$ cat src/rtl/hkspi_pkg.sv
// Shared definitions for the housekeeping SPI slave: FSM states and command field layout.
// Latency: n/a (definitions only).
// Backpressure: n/a.
package hkspi_pkg;

    // Frame phases, kept as plain constants so older tools read them unchanged.
    localparam logic [2:0] ST_IDLE = 3'd0;
    localparam logic [2:0] ST_CMD  = 3'd1;
    localparam logic [2:0] ST_ADDR = 3'd2;
    localparam logic [2:0] ST_DATA = 3'd3;
    localparam logic [2:0] ST_HOLD = 3'd4;

    // Command byte: [7:6] access type, [5:3] byte count (0 = stream), [2:0] must be zero.
    localparam logic [1:0] CMD_WRITE = 2'b10;
    localparam logic [1:0] CMD_READ  = 2'b01;
    localparam logic [1:0] CMD_RW    = 2'b11;
    localparam int         CMD_NBYTES_LSB = 3;

    // SCK high and low phases must each last at least this many core clocks.
    localparam int SCK_MIN_PHASE = 4;

    // A command is accepted only with a non-zero access type and clear reserved bits.
    function automatic logic cmd_ok(input logic [7:0] cmd);
        return (cmd[7:6] != 2'b00) && (cmd[2:0] == 3'b000);
    endfunction

endpackage

$ cat src/rtl/hkspi_sync_edge.sv
// Multi-flop synchroniser for one asynchronous pad input, plus rise/fall pulse detection.
// Latency: STAGES clocks from pad to level; edge pulses appear in the first cycle of the new level.
// Backpressure: none; free-running sampler.
module hkspi_sync_edge #(
    parameter int STAGES = 2
) (
    input  logic clock_i,
    input  logic resetb_i,
    input  logic d_i,
    output logic lvl_o,
    output logic rise_o,
    output logic fall_o
);

    logic [STAGES-1:0] sync_q;
    logic              prev_q;

    // Shift the pad value through the synchroniser and remember the last settled level.
    always_ff @(posedge clock_i or negedge resetb_i) begin
        if (!resetb_i) begin
            sync_q <= '0;
            prev_q <= 1'b0;
        end else begin
            sync_q <= {sync_q[STAGES-2:0], d_i};
            prev_q <= sync_q[STAGES-1];
        end
    end

    assign lvl_o  = sync_q[STAGES-1];
    assign rise_o = sync_q[STAGES-1] & ~prev_q;
    assign fall_o = ~sync_q[STAGES-1] & prev_q;

endmodule

$ cat src/rtl/hkspi_slave_sync.sv
// Housekeeping SPI slave: oversamples pad SCK/CSB/SDI and turns command/address/data frames into register strobes.
// Latency: strobes a few clocks after the synchronised 8th SCK rise; read data reaches sdo before the next SCK rise.
// Backpressure: none; the register bank takes reg_we/reg_rd any cycle and returns reg_rdata the cycle after reg_rd.
module hkspi_slave_sync
    import hkspi_pkg::*;
#(
    parameter int SYNC_STAGES = 2
) (
    input  logic       clock,
    input  logic       resetb,
    input  logic       sck,
    input  logic       csb,
    input  logic       sdi,
    output logic       sdo,
    output logic       sdo_oe,
    output logic [7:0] reg_addr,
    output logic [7:0] reg_wdata,
    output logic       reg_we,
    output logic       reg_rd,
    input  logic [7:0] reg_rdata
);

    logic sck_rise, sck_fall, sck_lvl_unused;
    logic csb_s, csb_rise, csb_fall;
    logic sdi_s, sdi_rise_unused, sdi_fall_unused;

    hkspi_sync_edge #(.STAGES(SYNC_STAGES)) u_sck (
        .clock_i(clock), .resetb_i(resetb), .d_i(sck),
        .lvl_o(sck_lvl_unused), .rise_o(sck_rise), .fall_o(sck_fall)
    );
    // The csb chain resets low, so a frame can only start from a csb fall seen after reset.
    hkspi_sync_edge #(.STAGES(SYNC_STAGES)) u_csb (
        .clock_i(clock), .resetb_i(resetb), .d_i(csb),
        .lvl_o(csb_s), .rise_o(csb_rise), .fall_o(csb_fall)
    );
    hkspi_sync_edge #(.STAGES(SYNC_STAGES)) u_sdi (
        .clock_i(clock), .resetb_i(resetb), .d_i(sdi),
        .lvl_o(sdi_s), .rise_o(sdi_rise_unused), .fall_o(sdi_fall_unused)
    );

    logic [2:0] state_q, state_d;
    logic [2:0] cnt_q, cnt_d;
    logic [6:0] in_sr_q, in_sr_d;
    logic       rd_mode_q, rd_mode_d, wr_mode_q, wr_mode_d;
    logic [2:0] nbytes_q, nbytes_d, byte_cnt_q, byte_cnt_d;
    logic [7:0] reg_addr_q, reg_addr_d, reg_wdata_q, reg_wdata_d;
    logic       reg_we_q, reg_we_d, reg_rd_q, reg_rd_d;
    logic       inc_q, inc_d, ld_q, ld_d;
    logic [7:0] out_sr_q, out_sr_d;

    logic       byte_done;
    logic [7:0] byte_val;
    logic       in_frame;

    assign byte_done = sck_rise && (cnt_q == 3'd7);
    assign byte_val  = {in_sr_q, sdi_s};
    assign in_frame  = (state_q == ST_CMD) || (state_q == ST_ADDR) || (state_q == ST_DATA);

    // Frame decode, strobe generation and sdo shifting.
    always_comb begin
        state_d     = state_q;
        cnt_d       = cnt_q;
        in_sr_d     = in_sr_q;
        rd_mode_d   = rd_mode_q;
        wr_mode_d   = wr_mode_q;
        nbytes_d    = nbytes_q;
        byte_cnt_d  = byte_cnt_q;
        reg_addr_d  = reg_addr_q;
        reg_wdata_d = reg_wdata_q;
        out_sr_d    = out_sr_q;
        reg_we_d    = 1'b0;
        reg_rd_d    = 1'b0;
        inc_d       = 1'b0;
        ld_d        = reg_rd_q;

        // After a data byte the write strobe goes out first, then the address steps, then the next byte is prefetched.
        if (inc_q) begin
            reg_addr_d = reg_addr_q + 8'd1;
            reg_rd_d   = rd_mode_q;
        end

        // The fall that ends a byte (count back at 0) must not shift: the prefetch load supplies the next MSB.
        if (ld_q) begin
            out_sr_d = reg_rdata;
        end else if (sck_fall && (state_q == ST_DATA) && (cnt_q != 3'd0)) begin
            out_sr_d = {out_sr_q[6:0], 1'b0};
        end

        if (csb_rise) begin
            // Deselect wins over everything, including a byte completing in the same cycle.
            state_d    = ST_IDLE;
            cnt_d      = 3'd0;
            reg_addr_d = reg_addr_q;
            reg_rd_d   = 1'b0;
            ld_d       = 1'b0;
        end else begin
            if (sck_rise && in_frame) begin
                cnt_d   = cnt_q + 3'd1;
                in_sr_d = {in_sr_q[5:0], sdi_s};
            end
            case (state_q)
                ST_IDLE: begin
                    if (csb_fall) begin
                        state_d = ST_CMD;
                        cnt_d   = 3'd0;
                    end
                end
                ST_CMD: begin
                    if (byte_done) begin
                        wr_mode_d = (byte_val[7:6] == CMD_WRITE) || (byte_val[7:6] == CMD_RW);
                        rd_mode_d = (byte_val[7:6] == CMD_READ) || (byte_val[7:6] == CMD_RW);
                        nbytes_d  = byte_val[CMD_NBYTES_LSB +: 3];
                        state_d   = cmd_ok(byte_val) ? ST_ADDR : ST_HOLD;
                    end
                end
                ST_ADDR: begin
                    if (byte_done) begin
                        reg_addr_d = byte_val;
                        reg_rd_d   = rd_mode_q;
                        byte_cnt_d = 3'd0;
                        state_d    = ST_DATA;
                    end
                end
                ST_DATA: begin
                    if (byte_done) begin
                        if (wr_mode_q) begin
                            reg_wdata_d = byte_val;
                            reg_we_d    = 1'b1;
                        end
                        inc_d      = 1'b1;
                        byte_cnt_d = byte_cnt_q + 3'd1;
                        if ((nbytes_q != 3'd0) && ((byte_cnt_q + 3'd1) == nbytes_q)) begin
                            state_d = ST_HOLD;
                        end
                    end
                end
                ST_HOLD: begin
                    state_d = ST_HOLD;
                end
                default: state_d = ST_IDLE;
            endcase
        end
    end

    // State and datapath registers.
    always_ff @(posedge clock or negedge resetb) begin
        if (!resetb) begin
            state_q     <= ST_IDLE;
            cnt_q       <= 3'd0;
            in_sr_q     <= 7'd0;
            rd_mode_q   <= 1'b0;
            wr_mode_q   <= 1'b0;
            nbytes_q    <= 3'd0;
            byte_cnt_q  <= 3'd0;
            reg_addr_q  <= 8'h00;
            reg_wdata_q <= 8'h00;
            reg_we_q    <= 1'b0;
            reg_rd_q    <= 1'b0;
            inc_q       <= 1'b0;
            ld_q        <= 1'b0;
            out_sr_q    <= 8'h00;
        end else begin
            state_q     <= state_d;
            cnt_q       <= cnt_d;
            in_sr_q     <= in_sr_d;
            rd_mode_q   <= rd_mode_d;
            wr_mode_q   <= wr_mode_d;
            nbytes_q    <= nbytes_d;
            byte_cnt_q  <= byte_cnt_d;
            reg_addr_q  <= reg_addr_d;
            reg_wdata_q <= reg_wdata_d;
            reg_we_q    <= reg_we_d;
            reg_rd_q    <= reg_rd_d;
            inc_q       <= inc_d;
            ld_q        <= ld_d;
            out_sr_q    <= out_sr_d;
        end
    end

    assign sdo_oe    = (state_q == ST_DATA) && rd_mode_q && !csb_s;
    assign sdo       = sdo_oe & out_sr_q[7];
    assign reg_addr  = reg_addr_q;
    assign reg_wdata = reg_wdata_q;
    assign reg_we    = reg_we_q;
    assign reg_rd    = reg_rd_q;

endmodule

$ cat config.mk
export PLATFORM = sky130hd
export DESIGN_NAME = hkspi_slave_sync
export DESIGN_NICKNAME = d
export VERILOG_FILES = /design/src/rtl/hkspi_pkg.sv /design/src/rtl/hkspi_sync_edge.sv /design/src/rtl/hkspi_slave_sync.sv
export SDC_FILE = /design/constraint.sdc
export NUM_CORES = 1
export LEC_CHECK = 0
export CAP_MARGIN = 40
export CELL_PAD_IN_SITES_DETAIL_PLACEMENT = 0
export CELL_PAD_IN_SITES_GLOBAL_PLACEMENT = 1
export CORE_ASPECT_RATIO = 0.6
export CORE_MARGIN = 2
export CORE_UTILIZATION = 26
export CTS_CLUSTER_SIZE = 20
export DETAILED_ROUTE_END_ITERATION = 6
export GPL_ROUTABILITY_DRIVEN = 0
export PLACE_DENSITY = 0.52
export SLEW_MARGIN = 15
export SYNTH_ARGS = -nofsm -noshare
export SYNTH_HDL_FRONTEND = slang
export SYNTH_HIERARCHICAL = 1
export SYNTH_SLANG_ARGS = --single-unit
$ cat constraint.sdc
create_clock -name clock -period 3.6 [get_ports clock]
set_clock_uncertainty 0.1 [all_clocks]
set_input_delay 0.72 -clock clock [delete_from_list [all_inputs] [get_ports clock]]
set_output_delay 0.72 -clock clock [all_outputs]
set_load 0.01 [all_outputs]
==> metrics.yaml, run 1 <==
status: "finished, final reports clean"
grt_max_degree: 50
crit_fanout: 10
cts_buffer_depth: 2
finalPower_w: 0.00184
cts_root_buf: "clkbuf_16"
netSwitchingFraction_pct: 24.6
drive_gt1_share_pct: 14.1
cts_tree: "done"
start_util_pct: 26.8
ant_nets: 0
p_switching_w: 0.000453
area_growth_pct: 29.5
powerDensity_nw_per_um2: 538
p_int_w: 0.00139
yosys_warnings: 6
cts_buffers: 9
clk_latency_ns: 0.33
die_area_um2: 11000
grt_overflow: 0
grt_pass1_vias: 1819
cp-start-kind: "flop"
worstMarginPinSlew_ns: 0.820
fin_nets: 276
rsz0062_at_grt: "false"
max_stage_delay_ns: 0.60
reg2reg_slack_ns: 1.24
diodes: 0
rr_endpoint: "in_sr_q[2]"
required_ns: 2.78
die_x_um: 134
vias: 1818
synthCells: 223
finalHoldViolCount: 0
hp-class: "in -> async"
setup_tns_ns: 0
cp_slowest_cell: "dfrtp_1"
crit_type: "reg -> out"
leakage_nw: 1.54
drt_drc_violations_left: 0
critPathCaptureType: "primary output"
core.rowCount: 28
cap_violations: 0
synthesis.nets: 241
grt_use_total_pct: 12.6
drt-met1-wl_um: 3450
drt-wirelength-per-cell_um: 15.7
viasPerCell: 4.57
combPwrFrac_pct: 9.5
coreArea_um2: 9880
timing.rr.start: "u_sck/sync_q[1]"
fp.dieH_um: 82.2
seq_area_um2: 1430
portBuffers: 32
cts_setup_buffers: 0
p_seq_share_pct: 39.8
wl_met3_um: 378
timing.slew.headroom_pct: 45.2
first_pass_iters: 4
syn_avg_cell_area_um2: 11.9
worstPathCellList: "nand2_2 -> nor4b_1 -> and2_1 -> clkdlybuf4s50_1"
dr_wl_met2_um: 2380
clk_pin_slew_worst_paths_ns: 0.05
worstPathArrival_ns: 2.13
wl_um: 6260
grt_pass1_wl_um: 10300
clock_power_share_pct: 50.7
final_cell_mix: "dfrtp_1, clkdlybuf4s50_1, nand2_1, mux2_1, o22a_1"
fillers: 1012
period_share_pct: 81.8
dr.first_iter.drc_count: 85
ctsResizeCount: 0
top_layer_used: "met4"
synth_area_um2: 2650
cts_sinks: 57
io_pins: 33
rr_worst_depth: 4
fmax_mhz: 340
antenna_found_initial: 0
ir_drop_mv: 0.213
setup_viol: 0
drv_slew: 0
min_period_ns: 2.95
ctsHtreeMaxLevel: 3
cts_hold_buf: 0
layout_commonest_cell: "dfrtp_1"
multi_input_area_um2: 1120
hpwl_um: 4120
==> flip-flops by register name (all words and copies together) (netlist names) <==
name / flops
reg_rd: 1
reg_wdata: 8
u_sck/prev_q: 1
inc_q: 1
out_sr_q: 8
wr_mode_q: 1
nbytes_q: 3
cnt_q: 3
reg_we: 1
u_sck/sync_q: 2
in_sr_q: 7
state_q: 3
byte_cnt_q: 3
u_sdi/sync_q: 2
u_csb/sync_q: 2
rd_mode_q: 1
ld_q: 1
reg_addr: 8
u_csb/prev_q: 1
==> layer usage <==
layer	vias up	track usage, %
li1	881	-
met1	893	18.2
met2	38	16.3
met3	6	6.11
met4	0	3.68
met5	-	0
==> power by group through the flow <==
| stage | logic [W] | registers, W | clock network [W] |
|---|---|---|---|
| final | 0.000176 | 0.000733 | 0.000935 |
| after global routing | 0.000196 | 0.000740 | 0.000991 |
| after CTS | 0.000177 | 0.000734 | 0.000959 |
| after detailed placement | 0.000175 | 0.000744 | 0 |
| after global placement | 0.000175 | 0.000743 | 0 |
| after floorplan | 0.000135 | 0.000709 | 0 |
==> metrics by stage <==
step           utilization (%)  cells  instance area (um2)  setup slack (ns)  hold WS (ns)
4_1_cts                   34.7    398                 3430             0.595         0.149
3_3_place_gp              31.4    382                 3100              1.02         0.234
6_report                  34.7    398                 3430             0.655         0.153
2_1_floorplan                -    223                 2650              1.49         0.231
5_1_grt                   34.7    398                 3430             0.424         0.156
3_5_place_dp              31.4    382                 3100             0.968         0.238
==> how the worst max path moves through the flow <==
| stage | to | start | depth (start not counted) |
|---|---|---|---|
| final | sdo | state_q[1] | 4 |
| after global routing | sdo | state_q[1] | 4 |
| after CTS | sdo | state_q[1] | 4 |
| after detailed placement | sdo | state_q[1] | 4 |
| after global placement | sdo | state_q[1] | 4 |
| after floorplan | sdo | state_q[2] | 3 |
==> critical path: cells and delay by family (launching register included) <==
kind | cells | cell delay (ns)
simple gates | 3 | 0.67
flops | 1 | 0.60
buf+inv | 1 | 0.53
==> final cells by class <==
| cell class | instances | area share [%] |
|---|---|---|
| repair buffers | 35 | 10.2 |
| multi-input cells | 147 | 32.8 |
| clock buffers | 11 | 7.37 |
| flip-flops and latches | 57 | 41.6 |
| clock inverters | 5 | 2.26 |
| well taps | 135 | 4.92 |
| inverters | 8 | 0.875 |
No activity file was read; power rests on OpenSTA's default activity.
==> run 2, diff against run 1 <==
==> constraint.sdc (replaced) <==
create_clock -name clock -period 2.96 [get_ports clock]
set_clock_uncertainty 0.1 [all_clocks]
set_input_delay 0.592 -clock clock [delete_from_list [all_inputs] [get_ports clock]]
set_output_delay 0.592 -clock clock [all_outputs]
set_load 0.01 [all_outputs]
==> run 2 against run 1 <==
First-iteration DRC count is 28% higher. Combinational power up 12%. Setup slack worse by 0.36 ns. Worst hold slack better by 0.090 ns. Final cell count down 0.75%. Sequential power grew 24%. Sequential cell count did not move. Largest power group unchanged. Highest routed layer unchanged.
==> metrics.yaml, run 2 (synthesis results as in run 1) <==
ant_nets: 0  # unchanged
grt_use_total_pct: 12.2  # -0.42 points
fin_nets: 276  # unchanged
setup_viol: 0  # unchanged
antenna_found_initial: 0  # unchanged
hold_start: "u_sdi/sync_q[0]"
ir_drop_mv: 0.262  # +23%
first_pass_iters: 4  # unchanged
cts_setup_buffers: 0  # unchanged
critPathTopFamily: "simple AND/OR/NAND/NOR gates"
viasPerCell: 4.52  # -1.1%
drt_drc_violations_left: 0  # unchanged
io_pins: 33  # unchanged
finalHoldViolCount: 0  # unchanged
cts_sinks: 57  # unchanged
rsz0062_at_grt: "false"
critPathBufInv: 1  # unchanged
critPathCaptureType: "primary output"
layout_commonest_cell: "dfrtp_1"
coreArea_um2: 9880  # unchanged
grt_max_degree: 58  # +16%
ctsHtreeMaxLevel: 3  # unchanged
rr_endpoint: "in_sr_q[6]"
timing.slew.headroom_pct: 51.2  # +6.0 points
cts_buffers: 9  # unchanged
portBuffers: 32  # unchanged
worstPathCellList: "nand2_2 -> nor4b_1 -> and2_1 -> clkdlybuf4s50_1"
holdPathStages: 0
crit_fanout: 10  # unchanged
die_area_um2: 11000  # unchanged
grt_pass1_vias: 1763  # -3.1%
required_ns: 2.27  # -0.51 ns
core.rowCount: 28  # unchanged
vias: 1784  # -1.9%
status: "finished, final reports clean"
crit_type: "reg -> out"
die_x_um: 134  # unchanged
period_share_pct: 90.2
cts_buffer_depth: 2  # unchanged
diodes: 0  # unchanged
drt-wirelength-per-cell_um: 15.4  # -2.3%
setup_tns_ns: 0  # unchanged
max_stage_delay_ns: 0.52  # -0.08 ns
rr_worst_depth: 4  # unchanged
hp-class: "reg -> reg"
cp_slowest_cell: "clkdlybuf4s50_1"
worstPathArrival_ns: 1.98  # -0.15 ns
drive_gt1_share_pct: 13.1  # -0.99 points
clk_latency_ns: 0.33  # about the same
cap_violations: 0  # unchanged
fillers: 1005  # -0.69%
cts_root_buf: "clkbuf_16"
wl_um: 6070  # -3.1%
dr.first_iter.drc_count: 109  # +28%
cts_tree: "done"
fmax_mhz: 375
final_cell_mix: "dfrtp_1, clkdlybuf4s50_1, nand2_1, mux2_1, o22a_1"
cp-start-kind: "flop"
fp.dieH_um: 82.2  # unchanged
powerDensity_nw_per_um2: 609  # +13%
clk_pin_slew_worst_paths_ns: 0.05  # about the same
drv_slew: 0  # unchanged
worstMarginPinSlew_ns: 0.732  # -0.0879 ns
worstHoldEndpoint: "u_sdi/sync_q[1]"
area_growth_pct: 26.8
hpwl_um: 4050  # -1.6%
start_util_pct: 26.8  # unchanged
reg2reg_slack_ns: 0.59  # -0.65 ns
hold_slack_ns: 0.243  # +0.0896 ns
grt_overflow: 0  # unchanged
timing.rr.start: "u_sck/sync_q[1]"
grt_pass1_wl_um: 9980  # -2.7%
min_period_ns: 2.67
leakage_nw: 1.51  # -2.2%
==> run 2: routing by layer <==
layer | GRT usage (%) | share of wire [%] | vias to the layer above
met2 | 16.0 | 37 | 42
met5 | 0 | 0 | -
met1 | 17.7 | 57 | 857
met3 | 5.68 | 5.5 | 6
li1 | - | - | 879
met4 | 3.47 | 0.79 | 0
==> run 2: how the worst max path moves through the flow <==
stage                     depth (start not counted)  endpoint        from
after floorplan                                   3       sdo  state_q[2]
after global placement                            4       sdo  state_q[1]
after detailed placement                          4       sdo  state_q[1]
after CTS                                         4       sdo  state_q[1]
after global routing                              4       sdo  state_q[1]
final                                             4       sdo  state_q[1]
==> run 2: final cells by class <==
cell class                 count  area [um2]  share of cell area [%]
tap                          135         169                    5.03
inverter                       8        30.0                   0.894
sequential                    57        1430                    42.5
timing repair buffer          35         338                    10.1
multi-input combinational    147        1120                    33.5
clock buffer                  13         270                    8.04
==> run 2: repair_timing <==
action | CTS | global route
gates resized for setup | 0 | 1
setup endpoints to repair | 0 | 1
hold buffers | 0 | 0
==> run 2: through the flow <==
stage	area, um2	setup WS, ns	cells	utilization (%)	power (W)
after floorplan	2650	0.982	223	-	0.00103
after global placement	3090	0.523	382	31.3	0.00112
after detailed placement	3090	0.495	382	31.3	0.00111
after CTS	3360	0.129	395	34.0	0.00208
after global routing	3360	0.0706	395	34.0	0.00216
final	3360	0.290	395	34.0	0.00205
==> run 2: worst register-to-register path: stages, from the launching register on <==
cell and delay (ns):
dfrtp_1 0.36, nor2b_1 0.39, nor3b_2 0.43, nor2b_1 0.58
mux2_1 0.39
==> run 2: where the power goes <==
group          internal [W]  total, W  switching [W]
combinational     0.0000875  0.000197       0.000110
clock              0.000618  0.000944       0.000326
sequential         0.000825  0.000906      0.0000810
total               0.00153   0.00205       0.000517
